### config.mk
export PLATFORM = sky130hd
export DESIGN_NAME = puf_eval_controller_flat
export DESIGN_NICKNAME = d
export VERILOG_FILES = /design/src/rtl/puf_ctrl_pkg.sv /design/src/rtl/puf_eval_controller_if.sv /design/src/rtl/puf_vote_accum.sv /design/src/rtl/puf_eval_controller.sv /design/src/flat_wrapper.sv
export SDC_FILE = /design/constraint.sdc
export NUM_CORES = 1
export LEC_CHECK = 0
export BUFFER_PORTS_ARGS = -buffer_cell sky130_fd_sc_hd__buf_2
export CAP_MARGIN = 10
export CORE_MARGIN = 2
export CORE_UTILIZATION = 58
export DETAILED_ROUTE_END_ITERATION = 6
export HOLD_SLACK_MARGIN = 0.05
export PLACE_DENSITY = 0.87
export SLEW_MARGIN = 30
export SYNTH_ARGS = -nofsm -noshare
export SYNTH_HDL_FRONTEND = slang
export SYNTH_SLANG_ARGS = --single-unit
### constraint.sdc
create_clock -name clk -period 1.9 [get_ports clk]
set_clock_uncertainty 0.05 [all_clocks]
set_input_delay 0.095 -clock clk [delete_from_list [all_inputs] [get_ports clk]]
set_output_delay 0.095 -clock clk [all_outputs]
set_load 0.01 [all_outputs]
### src/rtl/puf_ctrl_pkg.sv
// Shared types and constants for the PUF evaluation controller.
package puf_ctrl_pkg;

    localparam int DEF_N_BITS        = 8;
    localparam int DEF_N_EVALS       = 7;
    localparam int DEF_RESET_CYCLES  = 4;
    localparam int DEF_SETTLE_CYCLES = 16;

    typedef enum logic [2:0] {
        ST_IDLE,
        ST_CLEAR,
        ST_SETTLE,
        ST_SAMPLE,
        ST_DONE
    } state_e;

    // Bits needed to hold values 0..n-1, never less than one bit.
    function automatic int cnt_w(input int n);
        return (n < 2) ? 1 : $clog2(n);
    endfunction

endpackage

### src/rtl/puf_eval_controller_if.sv
// Consumer-side request/response handshake of the PUF evaluation controller.
interface puf_eval_controller_if #(
    parameter int N_BITS = puf_ctrl_pkg::DEF_N_BITS
);
    logic              req;
    logic              busy;
    logic [N_BITS-1:0] resp;
    logic [N_BITS-1:0] unstable;
    logic              resp_valid;
    logic              resp_ready;

    modport master (
        output req, resp_ready,
        input  busy, resp, unstable, resp_valid
    );

    modport slave (
        input  req, resp_ready,
        output busy, resp, unstable, resp_valid
    );
endinterface

### src/rtl/puf_vote_accum.sv
// Per-bit ones-counters with majority and disagreement outputs.
module puf_vote_accum
    import puf_ctrl_pkg::*;
#(
    parameter int N_BITS  = DEF_N_BITS,
    parameter int N_EVALS = DEF_N_EVALS
) (
    input  logic              clk,
    input  logic              reset,
    input  logic              clr,
    input  logic              sample_en,
    input  logic [N_BITS-1:0] bits_in,
    output logic [N_BITS-1:0] maj,
    output logic [N_BITS-1:0] unstable
);
    localparam int ONES_W = cnt_w(N_EVALS + 1);

    logic [N_BITS-1:0][ONES_W-1:0] ones_q, ones_d;

    // maj/unstable look at the next count so the final sample is included
    // in the same cycle it is taken.
    always_comb begin
        ones_d   = ones_q;
        maj      = '0;
        unstable = '0;
        for (int i = 0; i < N_BITS; i++) begin
            if (clr)
                ones_d[i] = '0;
            else if (sample_en && bits_in[i])
                ones_d[i] = ones_q[i] + ONES_W'(1);
            maj[i]      = ones_d[i] > ONES_W'(N_EVALS / 2);
            unstable[i] = (ones_d[i] != '0) && (ones_d[i] != ONES_W'(N_EVALS));
        end
    end

    always_ff @(posedge clk) begin
        if (reset) ones_q <= '0;
        else       ones_q <= ones_d;
    end

endmodule

### src/rtl/puf_eval_controller.sv
// Runs repeated clear/race/sample evaluations on a PUF bank and returns a
// majority-voted response plus an instability mask.
module puf_eval_controller
    import puf_ctrl_pkg::*;
#(
    parameter int N_BITS        = DEF_N_BITS,
    parameter int N_EVALS       = DEF_N_EVALS,
    parameter int RESET_CYCLES  = DEF_RESET_CYCLES,
    parameter int SETTLE_CYCLES = DEF_SETTLE_CYCLES
) (
    input  logic                  clk,
    input  logic                  reset,
    puf_eval_controller_if.slave  host,
    output logic                  puf_start,
    output logic                  puf_reset,
    input  logic [N_BITS-1:0]     puf_out
);
    localparam int PHASE_MAX = (RESET_CYCLES > SETTLE_CYCLES) ? RESET_CYCLES : SETTLE_CYCLES;
    localparam int TMR_W     = cnt_w(PHASE_MAX + 1);
    localparam int EVAL_W    = cnt_w(N_EVALS);

    state_e             state_q, state_d;
    logic [TMR_W-1:0]   tmr_q, tmr_d;
    logic [EVAL_W-1:0]  eval_q, eval_d;
    logic [N_BITS-1:0]  sync1_q, sync1_d, sync2_q, sync2_d;
    logic [N_BITS-1:0]  resp_q, resp_d, unst_q, unst_d;
    logic               rv_q, rv_d, busy_q, busy_d;
    logic               start_q, start_d, prst_q, prst_d;
    logic               votes_clr, votes_sample;
    logic [N_BITS-1:0]  vote_maj, vote_unst;

    puf_vote_accum #(
        .N_BITS  (N_BITS),
        .N_EVALS (N_EVALS)
    ) u_votes (
        .clk       (clk),
        .reset     (reset),
        .clr       (votes_clr),
        .sample_en (votes_sample),
        .bits_in   (sync2_q),
        .maj       (vote_maj),
        .unstable  (vote_unst)
    );

    always_comb begin
        state_d      = state_q;
        tmr_d        = tmr_q;
        eval_d       = eval_q;
        resp_d       = resp_q;
        unst_d       = unst_q;
        sync1_d      = puf_out;
        sync2_d      = sync1_q;
        votes_clr    = 1'b0;
        votes_sample = 1'b0;

        unique case (state_q)
            ST_IDLE: begin
                if (host.req) begin
                    votes_clr = 1'b1;
                    tmr_d     = '0;
                    eval_d    = '0;
                    state_d   = ST_CLEAR;
                end
            end
            ST_CLEAR: begin
                if (tmr_q == TMR_W'(RESET_CYCLES - 1)) begin
                    tmr_d   = '0;
                    state_d = ST_SETTLE;
                end else begin
                    tmr_d = tmr_q + TMR_W'(1);
                end
            end
            ST_SETTLE: begin
                if (tmr_q == TMR_W'(SETTLE_CYCLES - 1)) begin
                    tmr_d   = '0;
                    state_d = ST_SAMPLE;
                end else begin
                    tmr_d = tmr_q + TMR_W'(1);
                end
            end
            ST_SAMPLE: begin
                votes_sample = 1'b1;
                if (eval_q < EVAL_W'(N_EVALS - 1)) begin
                    eval_d  = eval_q + EVAL_W'(1);
                    state_d = ST_CLEAR;
                end else begin
                    resp_d  = vote_maj;
                    unst_d  = vote_unst;
                    state_d = ST_DONE;
                end
            end
            ST_DONE: begin
                if (host.resp_ready) state_d = ST_IDLE;
            end
            default: state_d = ST_IDLE;
        endcase

        // Outputs are decoded from the next state and registered so the
        // shared bank lines never glitch between START and reset.
        busy_d  = (state_d != ST_IDLE);
        rv_d    = (state_d == ST_DONE);
        start_d = (state_d == ST_SETTLE) || (state_d == ST_SAMPLE);
        prst_d  = !start_d;
    end

    always_ff @(posedge clk) begin
        if (reset) begin
            state_q <= ST_IDLE;
            tmr_q   <= '0;
            eval_q  <= '0;
            sync1_q <= '0;
            sync2_q <= '0;
            resp_q  <= '0;
            unst_q  <= '0;
            rv_q    <= 1'b0;
            busy_q  <= 1'b0;
            start_q <= 1'b0;
            prst_q  <= 1'b1;
        end else begin
            state_q <= state_d;
            tmr_q   <= tmr_d;
            eval_q  <= eval_d;
            sync1_q <= sync1_d;
            sync2_q <= sync2_d;
            resp_q  <= resp_d;
            unst_q  <= unst_d;
            rv_q    <= rv_d;
            busy_q  <= busy_d;
            start_q <= start_d;
            prst_q  <= prst_d;
        end
    end

    assign host.busy       = busy_q;
    assign host.resp       = resp_q;
    assign host.unstable   = unst_q;
    assign host.resp_valid = rv_q;
    assign puf_start       = start_q;
    assign puf_reset       = prst_q;

endmodule

### src/flat_wrapper.sv
// flat-port wrapper written by rule: the top's interface ports become plain ports
module puf_eval_controller_flat import puf_ctrl_pkg::*;
#(
    parameter int N_BITS        = DEF_N_BITS,
    parameter int N_EVALS       = DEF_N_EVALS,
    parameter int RESET_CYCLES  = DEF_RESET_CYCLES,
    parameter int SETTLE_CYCLES = DEF_SETTLE_CYCLES
)
  (clk, reset, puf_start, puf_reset, puf_out, host_req, host_resp_ready, host_busy, host_resp, host_unstable, host_resp_valid);
  puf_eval_controller_if #(.N_BITS(N_BITS)) host_i ();
  input  logic clk;
  input  logic reset;
  output logic puf_start;
  output logic puf_reset;
  input  logic [N_BITS-1:0] puf_out;
  input wire logic [$bits(host_i.req)-1:0] host_req;
  input wire logic [$bits(host_i.resp_ready)-1:0] host_resp_ready;
  output wire logic [$bits(host_i.busy)-1:0] host_busy;
  output wire logic [$bits(host_i.resp)-1:0] host_resp;
  output wire logic [$bits(host_i.unstable)-1:0] host_unstable;
  output wire logic [$bits(host_i.resp_valid)-1:0] host_resp_valid;
  assign host_i.req = host_req;
  assign host_i.resp_ready = host_resp_ready;
  assign host_busy = host_i.busy;
  assign host_resp = host_i.resp;
  assign host_unstable = host_i.unstable;
  assign host_resp_valid = host_i.resp_valid;
  puf_eval_controller #(.N_BITS(N_BITS), .N_EVALS(N_EVALS), .RESET_CYCLES(RESET_CYCLES), .SETTLE_CYCLES(SETTLE_CYCLES)) u_core (.clk(clk), .reset(reset), .host(host_i), .puf_start(puf_start), .puf_reset(puf_reset), .puf_out(puf_out));
endmodule
# After elaboration in Yosys (flattened, before gate mapping)
# Cells that the tools add are included.
# totals
reg_bits	71
in_bits	12
elab_cells	123
# classes
add_sub_neg	10
magnitude_cmp	9
n_eq_ne	19
muxes	32
bitwise_logic	1
n_reduce_logical	33
# op_table
cell	n
3-bit 2-to-1 mux	23
3-bit nonzero test	10
3-bit by 1-bit adder with 3-bit output (second input constant)	9
3-bit by 2-bit > comparator with 1-bit output (second input constant)	8
3-bit inequality test (second input constant)	8
1-bit logical AND	16
5-bit 2-to-1 mux	3
3-bit case mux with 5 select lines	1
5-bit case mux with 3 select lines	1
3-bit by 2-bit == test with 1-bit output (second input constant)	4
3-bit == test (second input constant)	2
3-bit case mux with 2 select lines	1
5-bit by 1-bit adder with 5-bit output (second input constant)	1
5-bit by 2-bit == test with 1-bit output (second input constant)	1
5-bit by 4-bit == test with 1-bit output (second input constant)	1
2-bit AND reduction	2
3-bit by 1-bit == test with 1-bit output (second input constant)	1
3-bit logical NOT	1
3-bit less-than comparator (second input constant)	1
1-bit 2-to-1 mux	3
3-bit AND reduction	1
2-bit by 1-bit inequality test with 1-bit output (second input constant)	1
2-bit inequality test (second input constant)	1
2-bit nonzero test	1
3 further kinds	3

# Logic depth before layout (Yosys ltp)
# depth
depth_word	7
ltp_mapped	7
depth_no_buf	7

# By module
# A second synthesis with hierarchy kept.
# unflattened
hier_cells	372
hier_area_um2	3373.2
# by_module_without_submodules
mod	n_inst	cells_each	area_per_inst_um2	seq_area_each_um2
puf_eval_controller	1	192	1759.2	940.9
puf_vote_accum	1	180	1614.0	480.5

# Worst setup path before layout
# OpenSTA, ideal clock, no wires.
# synth_path
kind	register to register
startpoint	register u_core.tmr_q[0]
endpoint	register u_core.busy_q, in the netlist u_core.host.busy
setup_time_ns	0.127
arrival_ns	1.439
path_slack_ns	0.284
path_stages_with_launch	6
synth_period_minus_slack_ns	1.616
cell_sequence	dfxtp_1 ha_1 nor4b_2 a2bb2oi_1 a211oi_1 or3_1
# synth_between
elab_chain_cells	4
word_cells_on_any_way	6
# synth_lines
element	line_no	rtl
start: declaration	puf_eval_controller.sv:23	logic [TMR_W-1:0] tmr_q, tmr_d;
start signal: assignment	puf_eval_controller.sv:121	tmr_q <= tmr_d;
5-bit by 4-bit == test with 1-bit output / 5-bit by 2-bit == test with 1-bit output (equally long branches)	puf_eval_controller.sv:74, puf_eval_controller.sv:66	
3-bit 2-to-1 mux, on equally long branches	puf_eval_controller.sv:74, puf_eval_controller.sv:66	
3-bit case mux with 5 select lines *	puf_eval_controller.sv:56	unique case (state_q)
3-bit nonzero test *	puf_eval_controller.sv:100	busy_d = (state_d != ST_IDLE);
end signal: assignment	puf_eval_controller.sv:128	busy_q <= busy_d;
end: declaration	puf_eval_controller.sv:27	logic rv_q, rv_d, busy_q, busy_d;
# Every way passes the cells marked *; elsewhere a longest branch is shown, timed or not.
# A chain may end at the register's enable or synchronous reset.

# Final worst setup path
# layout_path
startpoint	register u_core.state_q[2]
endpoint	register u_core.unst_q[1], in the netlist u_core.host.unstable[1]
# layout_between
elab_chain_cells	7
word_cells_on_any_way	11
# layout_lines
element	line_no	rtl
start: declaration	puf_eval_controller.sv:22	state_e state_q, state_d;
start signal: assignment	puf_eval_controller.sv:120	state_q <= state_d;
3-bit by 2-bit == test with 1-bit output	puf_eval_controller.sv:56	
1-bit 2-to-1 mux	puf_eval_controller.sv:56	
1-bit logical AND	puf_vote_accum.sv:29	else if (sample_en && bits_in[i])
3-bit 2-to-1 mux	puf_vote_accum.sv:29	
3-bit 2-to-1 mux	puf_vote_accum.sv:27	if (clr)
3-bit inequality test / 3-bit nonzero test (equally long branches)	puf_vote_accum.sv:32	unstable[i] = (ones_d[i] != '0) && (ones_d[i] != ONES_W'(N_EVALS));
1-bit logical AND	puf_vote_accum.sv:32	
end signal: assignment	puf_eval_controller.sv:126	unst_q <= unst_d;
end: declaration	puf_eval_controller.sv:26	logic [N_BITS-1:0] resp_q, resp_d, unst_q, unst_d;
# Parallel ways exist; a longest one is shown, timed or not.

==> results.md <==
* Synth Cell Area at roughly 3200 sq um
* Status: finished, final reports clean
* Port Buffers at 31
* TritonCTS clock tree: yes
* Crit path launch type: flop
* CP Class: reg -> reg
* Post-synthesis mux area share at 0.7115%
* Async SR Flop Fraction at 0%
* Core Region at between 5000 and 6000 sq um
* Post-synthesis adder-cell area fraction at between 4 and 5%
* Crit path time final at 1.769 ns
* XOR/XNOR Fraction of Synth Area at slightly below 7%
* N_diodes at 0
* Syn_nets at around 380
* Crit path max-delay family: simple AND/OR/NAND/NOR gates
* Layout Nets at about 420
* Most frequent CP cell: buf_4
* Worst hold path class: in -> reg
* Critical-path cell list: and3b_1 -> buf_4 -> nor2b_1 -> buf_4 -> nor2_1 -> a211oi_1
* Final-report setup violation count at 0
* DR iter-0 viols at 120
* Die height at roughly 78 um
* Slowest Stage Delay on Critical Path at 0.36 ns
* Drt total wl at between 6000 and 7000 um
* Layout cells sized above 1 at ~15%
* Slowest CP cell: dfxtp_1
* Synth Area in Compound Gates at about 14%
* Hold Path Origin: host_req
* Final worst path period share at ~93%
* Root buf cell: clkbuf_8
* H-tree depth at 3
* WP buf/inv at 2
* Sum Neg Setup Slack at 0 ns
* Row cnt at 26
* Grt ovf at 0
* Vias in the first global route at between 2000 and 3000
* Relative slew slack at a little over two thirds
* Clk Latency, worst-skew pair at between 0.3 and 0.4 ns
* Initial core utilization at approximately three fifths
* CTS Buffer Depth at 2
* Synth cell types at between 40 and 50
* Largest net degree at the start of global routing at 33
* Mean post-synth cell area at 9.019 sq um
* Fin. max-slew vios at 0
* Crit path capture type: flop
* Worst Setup SP: u_core.state_q[2]
* GP Congestion at between 0.7 and 0.8
* Largest family of logic cells by synthesized area: simple AND/OR/NAND/NOR gates
* Dpl ws at 0.07788 ns
* Die area at between 6000 and 7000 sq um
* RSZ-0062 raised after global routing: false
* Yosys warnings at 0
* Drt first pass iters at 4
* Fmax at 565.3 MHz
* # IOs at 32
* Antenna violations before repair at 0
* Post-synthesis sequential area ratio at approximately 45%
* Leak pwr at ~0.0015 uW
* Max VDD drop at a little under 500 uV
* Routed via count at around 2700
* Required time of the critical path at 2.10 ns
* CTS buffer count at 9
* # fillers at ~370
* Cells after Synth at between 300 and 400
* HPWL after DPL at approximately 4300 um
* Simple-gate share of the synthesized area at 24.90%
* Avg WL per Cell at 13.65 um
* Area delta synth->final at 17.43%
* Synth Register Bits at 71
* Pwr Density at 733.2 nW/um^2
* Crit Reg-Reg Startpoint: u_core.state_q[2]
* Clk sinks at between 70 and 80
* Number of flops mapped to enable cells by yosys at 0
* Die width at between 70 and 80 um
* Arr. time, crit path at slightly below 2 ns
* DRC at 0
* Clk slew on worst S/H paths at approximately 0.070 ns
* GRT Total Usage at between 20% and 30%
* Final antenna-violating net count at 0
* First-pass GRT wire length at 10950 um
* Final worst setup slack at ~0.13 ns
* Slew @ Worst Pin at approximately 0.45 ns
* Final Hold Viols at 0
* Number of max-cap violations at 0
* Vias per cell at roughly 5.6
* CP Max Fanout at 15
* Main flop type after synthesis: dfxtp_1
final timing paths:
kind | cells after the start | end | slack [ns]
worst min-delay path | 5 | u_core.tmr_q[0] | 0.17
worst min register to register | 1 | u_core.sync2_q[6] | 0.39
worst max-delay path | 6 | u_core.host.unstable[1] | 0.13
worst max register to register | 6 | u_core.host.unstable[1] | 0.13
cell usage after synthesis (3+ instances only):
| master | number | area [sq um] |
|---|---|---|
| a211oi_1 | 17 | 127.6 |
| a21oi_1 | 16 | 80.08 |
| a221o_1 | 6 | 60.06 |
| a31oi_1 | 5 | 31.28 |
| and4b_1 | 3 | 30.03 |
| buf_2 | 12 | 60.06 |
| clkbuf_1 | 5 | 18.77 |
| dfxtp_1 | 71 | 1421 |
| ha_1 | 12 | 150.1 |
| inv_1 | 7 | 26.28 |
| nand2_1 | 27 | 101.4 |
| nand2b_1 | 5 | 31.28 |
| nand3_1 | 28 | 140.1 |
| nor2_1 | 43 | 161.4 |
| nor2b_1 | 26 | 162.7 |
| or3_1 | 9 | 56.30 |
| xnor2_1 | 9 | 78.83 |
| xor2_1 | 16 | 140.1 |
cells in the final DEF (no fill, tap or decap), types with 11 or more instances in the layout:
cell	n
dfxtp_1	69
nor2_1	43
buf_2	31
nand3_1	28
nand2_1	27
nor2b_1	26
a21oi_1	16
xor2_1	16
a211oi_1	16
ha_1	12
dlygate4sd3_1	12
clkbuf_8	11
buf_4	11
power by group:
part | internal, uW | switching [uW]
clock | 541 | 539
combinational | 58.3 | 63.0
sequential | 1510 | 13.3
worst reg2reg max path, delay by kind of cell, from the launching register on:
kind / cells / cell delay (ns)
flops: 1 / 0.36
buf+inv: 2 / 0.44
simple gates: 3 / 0.57
compound gates: 1 / 0.25
kinds of logic after synthesis:
| group | count (synthesis) |
|---|---|
| AOI/OAI and AO/OA | 62 |
| xor gates and xnor gates | 25 |
| adders and majority gates | 12 |
| buffers and inverters | 25 |
| DFF | 71 |
| muxes | 2 |
| and+or+nand+nor | 154 |
stage by stage:
step           std cells  total power (uW)  instance area, sq um  hold WS, ns  util, %
2_1_floorplan        351              1622                  3166       0.1732        -
3_3_place_gp         445              1654                  3405       0.2534    65.82
3_5_place_dp         445              1658                  3405       0.2621    65.82
4_1_cts              473              2735                  3701       0.1585    71.55
5_1_grt              473              2812                  3717       0.1904    71.87
6_report             473              2725                  3717       0.1688    71.87
metal layers:
layer / part of all wire, % / global-route usage, %
met4: 1.7 / 11.07
met3: 4.0 / 5.814
met2: 48 / 38.79
met5: 0 / 0
met1: 46 / 26.19
area by class of cell:
type                       count  area, sq um  area share [%]
inverter                       7        26.28          0.7068
multi-input combinational    255         1645           44.26
timing repair buffer          54        357.8           9.626
tap                           70        87.58           2.356
sequential                    71         1424           38.30
clock inverter                 3        17.52          0.4712
clock buffer                  13        158.9           4.275
sequential cells by signal (all words and copies together) (netlist names), 3 cells and up:
signal and flops:
u_core.state_q 3, u_core.host.resp 8, u_core.sync1_q 8, u_core.tmr_q 5, u_core.eval_q 3, u_core.u_votes.ones_q 24
u_core.host.unstable 8, u_core.sync2_q 8
timing repair:
action                     CTS  global route
setup endpoints to repair    0             9
resized for setup            0             4
hold endpoints to repair    11             0
hold buffers                12             0
setup buffers                0             0
(Power assumes the default switching activity.)
